--- config.mk ---
export PLATFORM = sky130hd
export DESIGN_NAME = mem_stage_flat
export DESIGN_NICKNAME = d
export VERILOG_FILES = /design/src/rtl/core_pkg.sv /design/src/rtl/mem_stage_if.sv /design/src/rtl/mem_store_align.sv /design/src/rtl/mem_stage.sv /design/src/flat_wrapper.sv
export SDC_FILE = /design/constraint.sdc
export NUM_CORES = 1
export LEC_CHECK = 0
export BUFFER_PORTS_ARGS = -buffer_cell sky130_fd_sc_hd__buf_2
export CAP_MARGIN = 20
export CORE_AREA = 2 2 116 118
export DETAILED_ROUTE_END_ITERATION = 16
export DIE_AREA = 0 0 118 120
export PLACE_DENSITY = 0.89
export SYNTH_ARGS = -nofsm -noshare
export SYNTH_HDL_FRONTEND = slang
export SYNTH_HIERARCHICAL = 1
export SYNTH_SLANG_ARGS = --single-unit
--- constraint.sdc ---
create_clock -name clk -period 2.05 [get_ports clk]
set_input_delay 0.1025 -clock clk [delete_from_list [all_inputs] [get_ports clk]]
set_output_delay 0.1025 -clock clk [all_outputs]
set_load 0.01 [all_outputs]
--- src/rtl/core_pkg.sv ---
// Shared core definitions: memory-op / width encodings, mem-stage FSM states,
// the Dcache request payload and the access-alignment rule.
package core_pkg;

    localparam int unsigned CORE_ADDR_W = 32;
    localparam int unsigned CORE_DATA_W = 32;
    localparam int unsigned CORE_BE_W   = CORE_DATA_W / 8;
    localparam int unsigned REG_ADDR_W  = 5;

    typedef enum logic [1:0] {
        MEM_OP_NONE  = 2'b00,
        MEM_OP_LOAD  = 2'b01,
        MEM_OP_STORE = 2'b10,
        MEM_OP_RSVD  = 2'b11
    } mem_op_e;

    typedef enum logic [1:0] {
        WIDTH_B    = 2'b00,
        WIDTH_H    = 2'b01,
        WIDTH_W    = 2'b10,
        WIDTH_RSVD = 2'b11
    } width_e;

    typedef enum logic {
        IDLE = 1'b0,
        BUSY = 1'b1
    } state_e;

    // Dcache request payload, also the layout of the held request while BUSY
    typedef struct packed {
        logic                   we;
        logic [CORE_ADDR_W-1:0] addr;
        logic [CORE_DATA_W-1:0] wdata;
        logic [CORE_BE_W-1:0]   be;
    } dreq_t;

    // Natural alignment check; the reserved width never counts as aligned
    function automatic logic is_misaligned(input logic [1:0] width, input logic [1:0] addr_lo);
        logic mis;
        case (width)
            WIDTH_B: mis = 1'b0;
            WIDTH_H: mis = addr_lo[0];
            WIDTH_W: mis = |addr_lo;
            default: mis = 1'b1;
        endcase
        return mis;
    endfunction

endpackage

--- src/rtl/mem_stage_if.sv ---
// Dcache request/ready handshake between mem_stage (master) and the Dcache (slave).
interface mem_stage_if;
    import core_pkg::*;

    logic                   req;
    logic                   we;
    logic [CORE_ADDR_W-1:0] addr;
    logic [CORE_DATA_W-1:0] wdata;
    logic [CORE_BE_W-1:0]   be;
    logic                   ready;

    modport master (output req, we, addr, wdata, be, input ready);
    modport slave  (input req, we, addr, wdata, be, output ready);

endinterface

--- src/rtl/mem_store_align.sv ---
// Store byte-lane alignment: replicates store data across lanes, builds byte
// enables from the low address bits and flags misaligned accesses.
module mem_store_align
    import core_pkg::*;
(
    input  logic [1:0]             i_width,
    input  logic [1:0]             i_addr_lo,
    input  logic [CORE_DATA_W-1:0] i_op_b,
    output logic [CORE_BE_W-1:0]   o_be,
    output logic [CORE_DATA_W-1:0] o_wdata,
    output logic                   o_misaligned
);

    // Lane steering per access width
    always_comb begin
        o_be         = '0;
        o_wdata      = i_op_b;
        o_misaligned = is_misaligned(i_width, i_addr_lo);
        case (i_width)
            WIDTH_B: begin
                o_be    = CORE_BE_W'(4'b0001 << i_addr_lo);
                o_wdata = {4{i_op_b[7:0]}};
            end
            WIDTH_H: begin
                o_be    = CORE_BE_W'(4'b0011 << i_addr_lo);
                o_wdata = {2{i_op_b[15:0]}};
            end
            WIDTH_W: begin
                o_be    = '1;
            end
            default: begin
                o_be    = '0;
            end
        endcase
    end

endmodule

--- src/rtl/mem_stage.sv ---
// Memory-access stage: issues Dcache requests with a valid/ready handshake,
// holds an unaccepted request (stalling the pipe), and owns the mem_wb register.
module mem_stage
    import core_pkg::*;
#(
    parameter int unsigned ADDR_W = CORE_ADDR_W,
    parameter int unsigned DATA_W = CORE_DATA_W
) (
    input  logic                  clk,
    input  logic                  rst_n,
    input  logic                  ex_mem_reg_valid_i,
    input  logic [ADDR_W-1:0]     ex_mem_reg_op_c_i,
    input  logic [DATA_W-1:0]     ex_mem_reg_op_b_i,
    input  logic [REG_ADDR_W-1:0] ex_mem_reg_reg_waddr_i,
    input  logic                  ex_mem_reg_reg_we_i,
    input  logic [1:0]            ex_mem_reg_mem_op_i,
    input  logic [1:0]            ex_mem_reg_width_i,
    input  logic                  fc_stall_i,
    input  logic                  fc_flush_i,
    mem_stage_if.master           dc,
    output logic                  mem_stall_o,
    output logic                  mem_misalign_o,
    output logic [ADDR_W-1:0]     mem_wb_reg_op_c_o,
    output logic [REG_ADDR_W-1:0] mem_wb_reg_reg_waddr_o,
    output logic                  mem_wb_reg_reg_we_o,
    output logic                  mem_wb_reg_mtype_o,
    output logic [1:0]            mem_wb_reg_width_o
);

    state_e                r_state;
    dreq_t                 r_req;
    logic [REG_ADDR_W-1:0] r_waddr;
    logic                  r_reg_we;
    logic                  r_mtype;
    logic [1:0]            r_width;
    // Instruction flushed while its request was still outstanding
    logic                  r_kill;
    // Access of the current instruction already completed under fc stall
    logic                  r_done;

    logic                  w_is_load;
    logic                  w_is_store;
    logic                  w_mem_access;
    logic                  w_misaligned;
    logic                  w_mis_access;
    logic                  w_idle;
    logic                  w_idle_req;
    logic [CORE_BE_W-1:0]  w_align_be;
    logic [CORE_DATA_W-1:0] w_align_wdata;
    dreq_t                 w_idle_dreq;

    mem_store_align u_align (
        .i_width      (ex_mem_reg_width_i),
        .i_addr_lo    (ex_mem_reg_op_c_i[1:0]),
        .i_op_b       (ex_mem_reg_op_b_i),
        .o_be         (w_align_be),
        .o_wdata      (w_align_wdata),
        .o_misaligned (w_misaligned)
    );

    // Decode the instruction in ex_mem_reg; reset masks any request
    always_comb begin
        w_is_load    = (ex_mem_reg_mem_op_i == MEM_OP_LOAD);
        w_is_store   = (ex_mem_reg_mem_op_i == MEM_OP_STORE);
        w_mem_access = ex_mem_reg_valid_i & (w_is_load | w_is_store);
        w_mis_access = w_mem_access & w_misaligned;
        w_idle       = (r_state == IDLE);
        w_idle_req   = rst_n & w_idle & ~r_done & w_mem_access & ~w_misaligned & ~fc_flush_i;
        mem_misalign_o = rst_n & w_idle & ~r_done & w_mis_access & ~fc_flush_i;

        w_idle_dreq.we    = w_is_store;
        w_idle_dreq.addr  = ex_mem_reg_op_c_i;
        w_idle_dreq.wdata = w_align_wdata;
        w_idle_dreq.be    = w_is_store ? w_align_be : '0;
    end

    // Dcache request mux: live request in IDLE, held request in BUSY
    always_comb begin
        dc.req      = 1'b0;
        dc.we       = 1'b0;
        dc.addr     = '0;
        dc.wdata    = '0;
        dc.be       = '0;
        mem_stall_o = 1'b0;
        if (r_state == BUSY) begin
            dc.req      = 1'b1;
            dc.we       = r_req.we;
            dc.addr     = r_req.addr;
            dc.wdata    = r_req.wdata;
            dc.be       = r_req.be;
            mem_stall_o = ~dc.ready;
        end else begin
            dc.req      = w_idle_req;
            dc.we       = w_idle_dreq.we;
            dc.addr     = w_idle_dreq.addr;
            dc.wdata    = w_idle_dreq.wdata;
            dc.be       = w_idle_dreq.be;
            mem_stall_o = w_idle_req & ~dc.ready;
        end
    end

    // FSM, request holding registers and the mem_wb pipeline register
    always_ff @(posedge clk or negedge rst_n) begin
        if (!rst_n) begin
            r_state                <= IDLE;
            r_req                  <= '0;
            r_waddr                <= '0;
            r_reg_we               <= 1'b0;
            r_mtype                <= 1'b0;
            r_width                <= '0;
            r_kill                 <= 1'b0;
            r_done                 <= 1'b0;
            mem_wb_reg_op_c_o      <= '0;
            mem_wb_reg_reg_waddr_o <= '0;
            mem_wb_reg_reg_we_o    <= 1'b0;
            mem_wb_reg_mtype_o     <= 1'b0;
            mem_wb_reg_width_o     <= '0;
        end else begin
            case (r_state)
                IDLE: begin
                    if (w_idle_req) begin
                        r_req    <= w_idle_dreq;
                        r_waddr  <= ex_mem_reg_reg_waddr_i;
                        r_reg_we <= ex_mem_reg_reg_we_i;
                        r_mtype  <= w_is_load;
                        r_width  <= ex_mem_reg_width_i;
                        r_kill   <= 1'b0;
                        if (!dc.ready) begin
                            r_state <= BUSY;
                        end else if (fc_stall_i) begin
                            r_done <= 1'b1;
                        end
                    end
                end
                BUSY: begin
                    if (fc_flush_i) begin
                        r_kill <= 1'b1;
                    end
                    if (dc.ready) begin
                        r_state <= IDLE;
                        if (fc_stall_i) begin
                            r_done <= 1'b1;
                        end
                    end
                end
                default: r_state <= IDLE;
            endcase

            if ((w_idle && fc_flush_i) || (w_idle && !r_done && !ex_mem_reg_valid_i)) begin
                mem_wb_reg_op_c_o      <= '0;
                mem_wb_reg_reg_waddr_o <= '0;
                mem_wb_reg_reg_we_o    <= 1'b0;
                mem_wb_reg_mtype_o     <= 1'b0;
                mem_wb_reg_width_o     <= '0;
                r_done                 <= 1'b0;
            end else if (!(fc_stall_i || mem_stall_o)) begin
                if (!w_idle || r_done) begin
                    mem_wb_reg_op_c_o      <= r_req.addr;
                    mem_wb_reg_reg_waddr_o <= r_waddr;
                    mem_wb_reg_reg_we_o    <= r_reg_we & ~r_req.we & ~(r_kill | fc_flush_i);
                    mem_wb_reg_mtype_o     <= r_mtype;
                    mem_wb_reg_width_o     <= r_width;
                    r_done                 <= 1'b0;
                    r_kill                 <= 1'b0;
                end else begin
                    mem_wb_reg_op_c_o      <= ex_mem_reg_op_c_i;
                    mem_wb_reg_reg_waddr_o <= ex_mem_reg_reg_waddr_i;
                    mem_wb_reg_reg_we_o    <= ex_mem_reg_reg_we_i & ~w_is_store & ~w_mis_access;
                    mem_wb_reg_mtype_o     <= w_is_load & ~w_mis_access;
                    mem_wb_reg_width_o     <= ex_mem_reg_width_i;
                end
            end
        end
    end

endmodule

--- src/flat_wrapper.sv ---
// flat-port wrapper written by rule: the top's interface ports become plain ports
module mem_stage_flat import core_pkg::*;
#(
    parameter int unsigned ADDR_W = CORE_ADDR_W,
    parameter int unsigned DATA_W = CORE_DATA_W
)
  (clk, rst_n, ex_mem_reg_valid_i, ex_mem_reg_op_c_i, ex_mem_reg_op_b_i, ex_mem_reg_reg_waddr_i, ex_mem_reg_reg_we_i, ex_mem_reg_mem_op_i, ex_mem_reg_width_i, fc_stall_i, fc_flush_i, mem_stall_o, mem_misalign_o, mem_wb_reg_op_c_o, mem_wb_reg_reg_waddr_o, mem_wb_reg_reg_we_o, mem_wb_reg_mtype_o, mem_wb_reg_width_o, dc_req, dc_we, dc_addr, dc_wdata, dc_be, dc_ready);
  mem_stage_if dc_i ();
  input  logic clk;
  input  logic rst_n;
  input  logic ex_mem_reg_valid_i;
  input  logic [ADDR_W-1:0] ex_mem_reg_op_c_i;
  input  logic [DATA_W-1:0] ex_mem_reg_op_b_i;
  input  logic [REG_ADDR_W-1:0] ex_mem_reg_reg_waddr_i;
  input  logic ex_mem_reg_reg_we_i;
  input  logic [1:0] ex_mem_reg_mem_op_i;
  input  logic [1:0] ex_mem_reg_width_i;
  input  logic fc_stall_i;
  input  logic fc_flush_i;
  output logic mem_stall_o;
  output logic mem_misalign_o;
  output logic [ADDR_W-1:0] mem_wb_reg_op_c_o;
  output logic [REG_ADDR_W-1:0] mem_wb_reg_reg_waddr_o;
  output logic mem_wb_reg_reg_we_o;
  output logic mem_wb_reg_mtype_o;
  output logic [1:0] mem_wb_reg_width_o;
  output wire logic [$bits(dc_i.req)-1:0] dc_req;
  output wire logic [$bits(dc_i.we)-1:0] dc_we;
  output wire logic [$bits(dc_i.addr)-1:0] dc_addr;
  output wire logic [$bits(dc_i.wdata)-1:0] dc_wdata;
  output wire logic [$bits(dc_i.be)-1:0] dc_be;
  input wire logic [$bits(dc_i.ready)-1:0] dc_ready;
  assign dc_req = dc_i.req;
  assign dc_we = dc_i.we;
  assign dc_addr = dc_i.addr;
  assign dc_wdata = dc_i.wdata;
  assign dc_be = dc_i.be;
  assign dc_i.ready = dc_ready;
  mem_stage #(.ADDR_W(ADDR_W), .DATA_W(DATA_W)) u_core (.clk(clk), .rst_n(rst_n), .ex_mem_reg_valid_i(ex_mem_reg_valid_i), .ex_mem_reg_op_c_i(ex_mem_reg_op_c_i), .ex_mem_reg_op_b_i(ex_mem_reg_op_b_i), .ex_mem_reg_reg_waddr_i(ex_mem_reg_reg_waddr_i), .ex_mem_reg_reg_we_i(ex_mem_reg_reg_we_i), .ex_mem_reg_mem_op_i(ex_mem_reg_mem_op_i), .ex_mem_reg_width_i(ex_mem_reg_width_i), .fc_stall_i(fc_stall_i), .fc_flush_i(fc_flush_i), .dc(dc_i), .mem_stall_o(mem_stall_o), .mem_misalign_o(mem_misalign_o), .mem_wb_reg_op_c_o(mem_wb_reg_op_c_o), .mem_wb_reg_reg_waddr_o(mem_wb_reg_reg_waddr_o), .mem_wb_reg_reg_we_o(mem_wb_reg_reg_we_o), .mem_wb_reg_mtype_o(mem_wb_reg_mtype_o), .mem_wb_reg_width_o(mem_wb_reg_width_o));
endmodule
==> results of run 1 <==
==> cells in the final DEF, fill, tap and decap left out, types with 2 or more instances in the layout <==
cell / count
bufinv_16: 3
a21oi_1: 2
buf_4: 14
nand3b_1: 2
clkbuf_16: 17
buf_2: 191
o21ai_1: 5
nor2_1: 2
o2bb2ai_1: 41
dlygate4sd3_1: 45
nand2_1: 24
inv_1: 6
ha_1: 2
mux2_4: 60
dfrtp_1: 121
clkinvlp_4: 2
o21ai_0: 15
clkbuf_8: 8
o21a_1: 2
mux2i_1: 50
buf_12: 6
mux2_2: 93
nand2b_1: 2
==> timing repair <==
| item | CTS | global route |
|---|---|---|
| gates resized for setup | 0 | 1 |
| setup endpoints to repair | 0 | 1 |
| buffers inserted | 0 | 0 |
| hold buffers | 45 | 0 |
| endpoints found under the hold margin | 181 | 0 |
==> cell type report <==
type | instances | area (um^2)
fillers | 914 | 4109
multi-input cells | 322 | 3299
flip-flops and latches | 122 | 3057
repair buffers | 256 | 1632
clock buffers | 25 | 535.5
well taps | 176 | 220.2
clock inverters | 5 | 105.1
inverters | 6 | 22.52
==> per-layer routing <==
metal | GRT usage | vias to the layer above | share of wire | routed length [um]
li1 | - | 2268 | - | -
met1 | 0.3121 | 2519 | 0.42 | 7522
met2 | 0.4488 | 206 | 0.50 | 8982
met3 | 0.07605 | 27 | 0.065 | 1174
met4 | 0.1092 | 0 | 0.019 | 340
met5 | 0 | - | 0 | 0
==> report_power, final <==
group	leakage, nW	total (mW)	switching, mW	internal [mW]
registers	1.56	3.25	0.340	2.91
clock network	0.310	3.20	1.04	2.16
logic	2.76	1.54	0.604	0.938
total	4.64	7.99	1.99	6.00
==> registers in the layout (all words and copies together) (netlist names), 2 cells and up <==
signal,cells
u_core/r_req,69
u_core/r_waddr,5
u_core/mem_wb_reg_op_c_o,32
u_core/r_width,2
u_core/mem_wb_reg_reg_waddr_o,5
u_core/mem_wb_reg_width_o,2
==> final timing paths <==
| kind | startpoint | end | slack, ns | cells after the start |
|---|---|---|---|---|
| max reg2reg | u_core/r_done | u_core/mem_wb_reg_reg_waddr_o[0] | 0.41 | 5 |
| max | u_core/r_state | dc_addr[0] | 0.10 | 3 |
| min in group asynchronous | rst_n | u_core/r_req[1] | 0.40 | 3 |
| min reg2reg | u_core/mem_wb_reg_op_c_o[28] | u_core/mem_wb_reg_op_c_o[28] | 0.48 | 1 |
| min | ex_mem_reg_op_b_i[4] | u_core/r_req[8] | 0.02 | 2 |
| max in group asynchronous | rst_n | u_core/r_state | 1.13 | 3 |
==> logic make-up (layout without fill, tap and decap cells) <==
logic type,after synthesis,in the layout,share of synthesized area
and+or+nand+nor,41,41,0.03413
AOI/OAI and AO/OA,76,76,0.08682
muxes,203,203,0.3670
DFF,122,122,0.4575
adders and majority gates,2,2,0.003750
buffers and inverters,51,292,0.05082
==> critical path, stage by stage (launching register included) <==
cell	delay [ns]
dfrtp_4	0.47
buf_4	0.39
mux2_2	0.41
buf_2	0.14
==> results.sh, run 1 <==
export IMPL_synth_ff_type="dfrtp_1"
export IMPL_yosysMostFrequentCell="dfrtp_1"
export IMPL_drt_iter0_markers=284
export IMPL_synthTopCellsByCount="dfrtp_1 (122), mux2_2 (93), mux2_4 (60)"
export IMPL_fmax_ghz=0.5130
export IMPL_drive_gt1_frac=0.5462
export IMPL_fin_cells=912
export IMPL_dp_cells=837
export IMPL_yosys_top_cells_area="dfrtp_1 (46%), mux2_2 (16%), mux2_4 (14%), mux2i_1 (7.5%), o2bb2ai_1 (5.4%)"
export IMPL_async_flop_share=1.000
export IMPL_clock_latency_ns=0.42
export IMPL_synth_area_per_cell_um2=13.48
export IMPL_final_area_um2=8871
export IMPL_synth_seq_area_share=0.4575
export IMPL_dr_pass1_iters=4
export IMPL_worstPathRequired_ns=1.95
export IMPL_power_mw=7.990
export IMPL_synth_fp_nets=577
export IMPL_path_class="flop to primary output"
export IMPL_vias=5020
export IMPL_drc_errors=0
export IMPL_critPathMaxFanout=32
export IMPL_via_per_inst=5.504
export IMPL_grt_ovfl_total=0
export IMPL_rows=42
export IMPL_synth_edf_count=0
export IMPL_endpoint_kind="primary output"
export IMPL_post_dp_cell_area_um2=7777
export IMPL_power_density_nw_per_um2=900.6
export IMPL_grt_use_total=0.2630
export IMPL_post_place_ws_ns=0.2011
export IMPL_grt_max_degree=123
export IMPL_synth_cell_type_count=42
export IMPL_drtAntennaViolNets=0
export IMPL_die_y_um=120
export IMPL_synth_cells=495
export IMPL_synth_top_cell_area_share=0.4575
export IMPL_status="finished, final reports clean"
export IMPL_min_period_ns=1.949
export IMPL_report_final_slew_viol_count=0
export IMPL_ys_ff_latch=122
export IMPL_wl_per_cell_um=19.76
export IMPL_path_clk_slew_ns=0.05
export IMPL_finClkSkew_ns=0.005918
export IMPL_gp_congestion=0.8566
export IMPL_synth_warnings=6
export IMPL_netlist_area_um2=6673
export IMPL_hold_path_class="primary input to flop"
export IMPL_syn2layout_area_growth_pct=32.95
export IMPL_dp_hpwl_mm=11.47
export IMPL_final_util=0.6834
export IMPL_grt_pass1_vias=5579
export IMPL_clock_root_buffer="clkbuf_16"
export IMPL_worstPathArrival_ns=1.85
export IMPL_worstSetupStartpointType="flop"
export IMPL_port_buffers=192
export IMPL_wl_mm=18.02
export IMPL_antenna_found_initial=0
export IMPL_p_leak_nw=4.637
export IMPL_h_tree_depth=4
export IMPL_setup_viol=0
export IMPL_clockBufferDepth=2
export IMPL_hold_violations=0
export IMPL_cap_viol_max_count=0
export IMPL_numClockSinks=122
export IMPL_cts_buffers=17
export IMPL_insertedDiodeCount=0
export IMPL_worst_hold_slack_ns=0.01860
export IMPL_setup_tns_final_ns=0
export IMPL_nets=807
export IMPL_irDropWorstVdd_mv=0.6028
export IMPL_synth_top_area_cell="dfrtp_1"
export IMPL_rsz0062_at_grt="no"
export IMPL_slew_limit_headroom=0.5614
export IMPL_worst_pin_slew_ns=0.6580
export IMPL_ioPinCount=193
export IMPL_core_area_um2=12980
export IMPL_grt_pass1_wl_mm=29.19
export IMPL_cts_tree="yes"
export IMPL_setup_ws_ns=0.1005
export IMPL_dieArea_um2=14160
export IMPL_timing_final_crit_share=0.9510
export IMPL_start_util=0.5141
export IMPL_die_width_um=118
Note: power is estimated with default switching activity, not from simulation.
==> run 2: changes to the inputs <==
==> constraint.sdc (replaced) <==
create_clock -name clk -period 2.05 [get_ports clk]
set_input_delay 0.3075 -clock clk [delete_from_list [all_inputs] [get_ports clk]]
set_output_delay 0.3075 -clock clk [all_outputs]
set_load 0.01 [all_outputs]
==> results.sh, run 2 (same netlist as run 1, synthesis figures left out) <==
export IMPL_status="finished, violations left"
export IMPL_failed_checks="hold timing"
export IMPL_core_area_um2=12980
export IMPL_r2r_slack_ns=0.31
export IMPL_drive_gt1_frac=0.5860
export IMPL_nets=767
export IMPL_wl_mm=17.55
export IMPL_worstPathRequired_ns=1.74
export IMPL_largest_reg_flops=69
export IMPL_drtAntennaViolNets=0
export IMPL_mostFrequentLayoutCell="buf_2"
export IMPL_rows=42
export IMPL_via_per_inst=5.557
export IMPL_cts_tree="yes"
export IMPL_met3_usage=0.08222
export IMPL_dp_cells=838
export IMPL_die_width_um=118
export IMPL_port_buffers=192
export IMPL_fill_cells=970
export IMPL_reg2regPathDepth=5
export IMPL_setup_tns_final_ns=0
export IMPL_cp_top_family="flip-flops"
export IMPL_slowest_delay_ns=0.49
export IMPL_hold_violations=7
export IMPL_clockBufferDepth=2
export IMPL_start_util=0.5141
export IMPL_finClkSkew_ns=0.01111
export IMPL_grtUsageMet1=0.3104
export IMPL_gr_usage_met2=0.4230
export IMPL_drc_errors=0
export IMPL_vias=4868
export IMPL_path_class="flop to primary output"
export IMPL_power_mw=7.831
export IMPL_h_tree_depth=4
export IMPL_worstPathArrival_ns=1.71
export IMPL_drt_iter0_markers=260
export IMPL_irDropWorstVdd_mv=0.7010
export IMPL_reg_largest_list="u_core/r_req x69, u_core/mem_wb_reg_op_c_o x32"
export IMPL_setup_viol=0
export IMPL_path_clk_slew_ns=0.06
export IMPL_clock_latency_ns=0.43
export IMPL_grt_pass1_wl_mm=27.96
export IMPL_rsz0062_at_grt="yes"
export IMPL_timing_rr_start="u_core/r_state"
export IMPL_worst_hold_slack_ns=-0.01964
export IMPL_path_buf_inv=2
export IMPL_syn2layout_area_growth_pct=28.30
export IMPL_worstPathCellList="buf_12 -> mux2_2 -> buf_2"
export IMPL_timing_final_crit_share=0.9850
export IMPL_min_period_ns=2.019
export IMPL_dr_pass1_iters=5
export IMPL_worst_pin_slew_ns=0.7248
export IMPL_worstSetupStartpointType="flop"
export IMPL_fmax_ghz=0.4952
export IMPL_wl_per_cell_um=20.03
export IMPL_clock_root_buffer="clkbuf_16"
export IMPL_grt_ovfl_total=0
export IMPL_antenna_found_initial=0
export IMPL_busiest_layer="met2"
export IMPL_grt_use_total=0.2541
export IMPL_mostFrequentLayoutCells="buf_2 (190), dfrtp_1 (121), mux2_2 (93)"
export IMPL_numClockSinks=122
export IMPL_cts_buffers=17
export IMPL_endpoint_kind="primary output"
export IMPL_regMostFlops="u_core/r_req"
export IMPL_fin_cells=876
export IMPL_power_density_nw_per_um2=914.8
export IMPL_slew_limit_headroom=0.5168
export IMPL_dp_hpwl_mm=11.54
export IMPL_ioPinCount=193
export IMPL_post_dp_cell_area_um2=7835
export IMPL_report_final_slew_viol_count=0
export IMPL_hold_path_class="primary input to asynchronous set/reset pin"
export IMPL_final_area_um2=8561
export IMPL_crit_cells=3
export IMPL_cp_slowest_cell="dfrtp_4"
export IMPL_die_y_um=120
export IMPL_grt_max_degree=123
export IMPL_critPathMaxFanout=39
export IMPL_r2r_end="u_core/mem_wb_reg_op_c_o[26]"
export IMPL_dieArea_um2=14160
export IMPL_grt_pass1_vias=5198
export IMPL_cap_viol_max_count=0
export IMPL_gp_congestion=0.8515
export IMPL_p_leak_nw=4.513
[run 2: cell types whose count changed in the layout (fill, tap and decap cells not counted), sizes merged]
| cell | change |
|---|---|
| clkinv | +5 |
| buf | +2 |
| clkbuf | -1 |
| bufbuf | +1 |
| dlygate4sd3 | -45 |
| diode | +2 |
[run 2: worst reg2reg max path: cells and delay by family, from the launching register on]
family | cells | cell delay [ns]
flip-flops | 1 | 0.54
AND/OR/NAND/NOR | 2 | 0.52
buffers and inverters | 2 | 0.45
AO/OA/AOI/OAI | 1 | 0.11
[run 2: how the worst max path moves through the flow]
stage,start,endpoint
2_1_floorplan,ex_mem_reg_width_i[1],u_core/r_mtype
3_3_place_gp,ex_mem_reg_mem_op_i[0],mem_stall_o
3_5_place_dp,ex_mem_reg_mem_op_i[0],mem_stall_o
4_1_cts,u_core/r_state,dc_wdata[0]
5_1_grt,u_core/r_state,dc_wdata[8]
6_report,u_core/r_state,dc_wdata[8]
[run 2: final cells by class]
class                   count  area, um^2  share of cell area
diodes                      2       5.005           0.0005846
clock buffers              22       474.2             0.05539
clock inverters            10       141.4             0.01652
inverters                   6       22.52            0.002631
multi-input cells         322        3302              0.3857
flip-flops and latches    122        3057              0.3571
well taps                 176       220.2             0.02572
repair buffers            216        1339              0.1564
[run 2: power breakdown]
part	leakage, nW	switching (mW)	internal, mW
registers	1.56	0.326	2.91
logic	2.65	0.590	0.902
clock network	0.296	1.10	2.01
[run 2: metrics by stage]
stage               setup slack, ns    util  hold slack (ns)
detailed placement         -0.02893  0.6036           0.4685
global placement           -0.01564  0.6036           0.4624
global route              -0.008960  0.6591          0.05750
floorplan                    0.2318       -          0.01191
finish                      0.03071  0.6595         -0.01964
CTS                        0.004235  0.6541          0.05694
[run 2: what timing repair did]
item | 4_1_cts | 5_1_grt
endpoints found under the setup margin | 2 | 26
endpoints found under the hold margin | 0 | 0
gates resized for setup | 1 | 4
buffers inserted | 1 | 0
cloned | 1 | 2
pin swaps | 1 | 0
hold buffers | 0 | 0
[run 2: layer usage]
layer / vias up / wire, um
met5: - / 0
li1: 2192 / -
met4: 0 / 304
met3: 27 / 1183
met1: 2456 / 7412
met2: 193 / 8645
==> run 3: changes to the inputs <==
--- a/config.mk
+++ b/config.mk
@@ -7,10 +7,11 @@
 export LEC_CHECK = 0
 export BUFFER_PORTS_ARGS = -buffer_cell sky130_fd_sc_hd__buf_2
 export CAP_MARGIN = 20
-export CORE_AREA = 2 2 116 118
+export CORE_AREA = 2 2 125 127
+export CTS_BUF_LIST = sky130_fd_sc_hd__clkbuf_8
 export DETAILED_ROUTE_END_ITERATION = 16
-export DIE_AREA = 0 0 118 120
-export PLACE_DENSITY = 0.89
+export DIE_AREA = 0 0 127 129
+export PLACE_DENSITY = 0.79
 export SYNTH_ARGS = -nofsm -noshare
 export SYNTH_HDL_FRONTEND = slang
 export SYNTH_HIERARCHICAL = 1
==> results.sh, run 3 (same netlist as run 1, synthesis figures left out) <==
export IMPL_clock_root_buffer="clkbuf_8"
export IMPL_drtAntennaViolNets=0
export IMPL_finClkSkew_ns=0.007812
export IMPL_drive_gt1_frac=0.5819
export IMPL_syn2layout_area_growth_pct=24.55
export IMPL_drc_errors=0
export IMPL_cap_viol_max_count=0
export IMPL_timing_final_crit_share=0.9726
export IMPL_fill_cells=1247
export IMPL_dieArea_um2=16380
export IMPL_path_clk_slew_ns=0.07
export IMPL_via_per_inst=5.414
export IMPL_vias=4786
export IMPL_setup_viol=0
export IMPL_status="finished, final reports clean"
export IMPL_largest_reg_flops=69
export IMPL_setup_ws_ns=0.05609
export IMPL_h_tree_depth=4
export IMPL_seq_area_um2=3057
export IMPL_grt_max_degree=123
export IMPL_dp_hpwl_mm=11.21
export IMPL_power_density_nw_per_um2=841.3
export IMPL_slowest_delay_ns=0.53
export IMPL_grt_ovfl_total=0
export IMPL_worstPathCellList="buf_16 -> mux2_2 -> buf_2"
export IMPL_start_util=0.4455
export IMPL_numClockSinks=122
export IMPL_gp_congestion=0.8213
export IMPL_cp_top_family="flip-flops"
export IMPL_ioPinCount=193
export IMPL_wl_per_cell_um=18.93
export IMPL_clock_latency_ns=0.42
export IMPL_path_class="flop to primary output"
export IMPL_multi_input_area_um2=3299
export IMPL_die_width_um=127
export IMPL_setup_tns_final_ns=0
export IMPL_worstPathArrival_ns=1.69
export IMPL_cts_buffers=17
export IMPL_mostFrequentLayoutCell="buf_2"
export IMPL_insertedDiodeCount=0
export IMPL_rows=45
export IMPL_min_period_ns=1.994
export IMPL_rsz0062_at_grt="yes"
export IMPL_die_y_um=129
export IMPL_drt_iter0_markers=242
export IMPL_irDropWorstVdd_mv=0.4132
export IMPL_clockBufferDepth=2
export IMPL_worstSetupStartpointType="flop"
export IMPL_worstPathRequired_ns=1.74
export IMPL_wl_mm=16.74
export IMPL_post_dp_cell_area_um2=7797
export IMPL_critPathMaxFanout=21
export IMPL_grt_pass1_wl_mm=26.59
export IMPL_cts_tree="yes"
export IMPL_worst_hold_slack_ns=0.03911
export IMPL_report_final_slew_viol_count=0
export IMPL_endpoint_kind="primary output"
export IMPL_grt_pass1_vias=5029
export IMPL_dr_pass1_iters=4
export IMPL_mostFrequentLayoutCells="buf_2 (191), dfrtp_1 (121), mux2_2 (93)"
export IMPL_hold_path_class="primary input to asynchronous set/reset pin"
export IMPL_grt_use_total=0.2059
export IMPL_final_area_um2=8310
export IMPL_p_leak_nw=4.398
export IMPL_port_buffers=192
export IMPL_worst_pin_slew_ns=0.6494
export IMPL_post_place_ws_ns=-0.02108
export IMPL_regMostFlops="u_core/r_req"
export IMPL_nets=765
export IMPL_cp_slowest_cell="dfrtp_4"
export IMPL_hold_violations=0
export IMPL_antenna_found_initial=0
export IMPL_path_buf_inv=2
export IMPL_core_area_um2=14980
export IMPL_fmax_ghz=0.5015
export IMPL_reg_largest_list="u_core/r_req x69, u_core/mem_wb_reg_op_c_o x32"
export IMPL_postCtsHoldBufs=0
export IMPL_slew_limit_headroom=0.5671
[run 3: cell count changes in the layout (fill, tap and decap cells not counted), moves of 2 or more]
cell and delta:
clkbuf_16 -18, inv_1 +3, clkbuf_8 +20, clkbuf_1 -2, buf_12 -3, diode_2 -2, clkinv_4 -3
[run 3: per-stage QoR]
step / utilization / power (mW) / std cells
after floorplan: - / 4.189 / 495
after global placement: 0.5206 / 4.601 / 848
final: 0.5549 / 6.992 / 884
after global routing: 0.5549 / 7.359 / 884
after CTS: 0.5530 / 7.055 / 883
after detailed placement: 0.5206 / 4.703 / 848
[run 3: area by class of cell]
| type | count | share of cell area |
|---|---|---|
| Timing Repair Buffer | 214 | 0.1518 |
| Clock buffer | 23 | 0.03809 |
| Sequential cell | 122 | 0.3678 |
| Clock inverter | 9 | 0.01430 |
| Tap cell | 188 | 0.02830 |
| Inverter | 6 | 0.002710 |
| Multi-Input combinational cell | 322 | 0.3970 |
[run 3: path summary, 6_finish.rpt]
check                           cells after the start                            to                          from  slack [ns]
worst max-delay path                                3                  dc_wdata[18]                u_core/r_state        0.06
worst min-delay path                                2              u_core/r_req[28]                         rst_n        0.04
worst max register to register                      5  u_core/mem_wb_reg_op_c_o[12]                u_core/r_state        0.21
worst min register to register                      1  u_core/mem_wb_reg_op_c_o[26]  u_core/mem_wb_reg_op_c_o[26]        0.49
max in group asynchronous                           2                u_core/r_state                         rst_n        1.49
min in group clk                                    2             u_core/r_waddr[1]     ex_mem_reg_reg_waddr_i[1]        0.13
[run 3: report_power, final]
part	internal (mW)	total, mW	switching [mW]
combinational	0.890	1.47	0.580
sequential	2.90	3.22	0.322
clock	1.38	2.30	0.916
[run 3: layer usage]
layer / vias up / global-route usage / part of all wire
met2: 192 / 0.3428 / 0.48
li1: 2189 / - / -
met5: - / 0 / 0
met3: 13 / 0.07027 / 0.077
met4: 0 / 0.05688 / 0.011
met1: 2392 / 0.2575 / 0.43
[run 3: repair_timing]
item | in CTS | in global routing
cloned | 1 | 1
setup endpoints to repair | 42 | 21
resized for setup | 3 | 1
buffers inserted | 2 | 0
pin swaps | 1 | 0
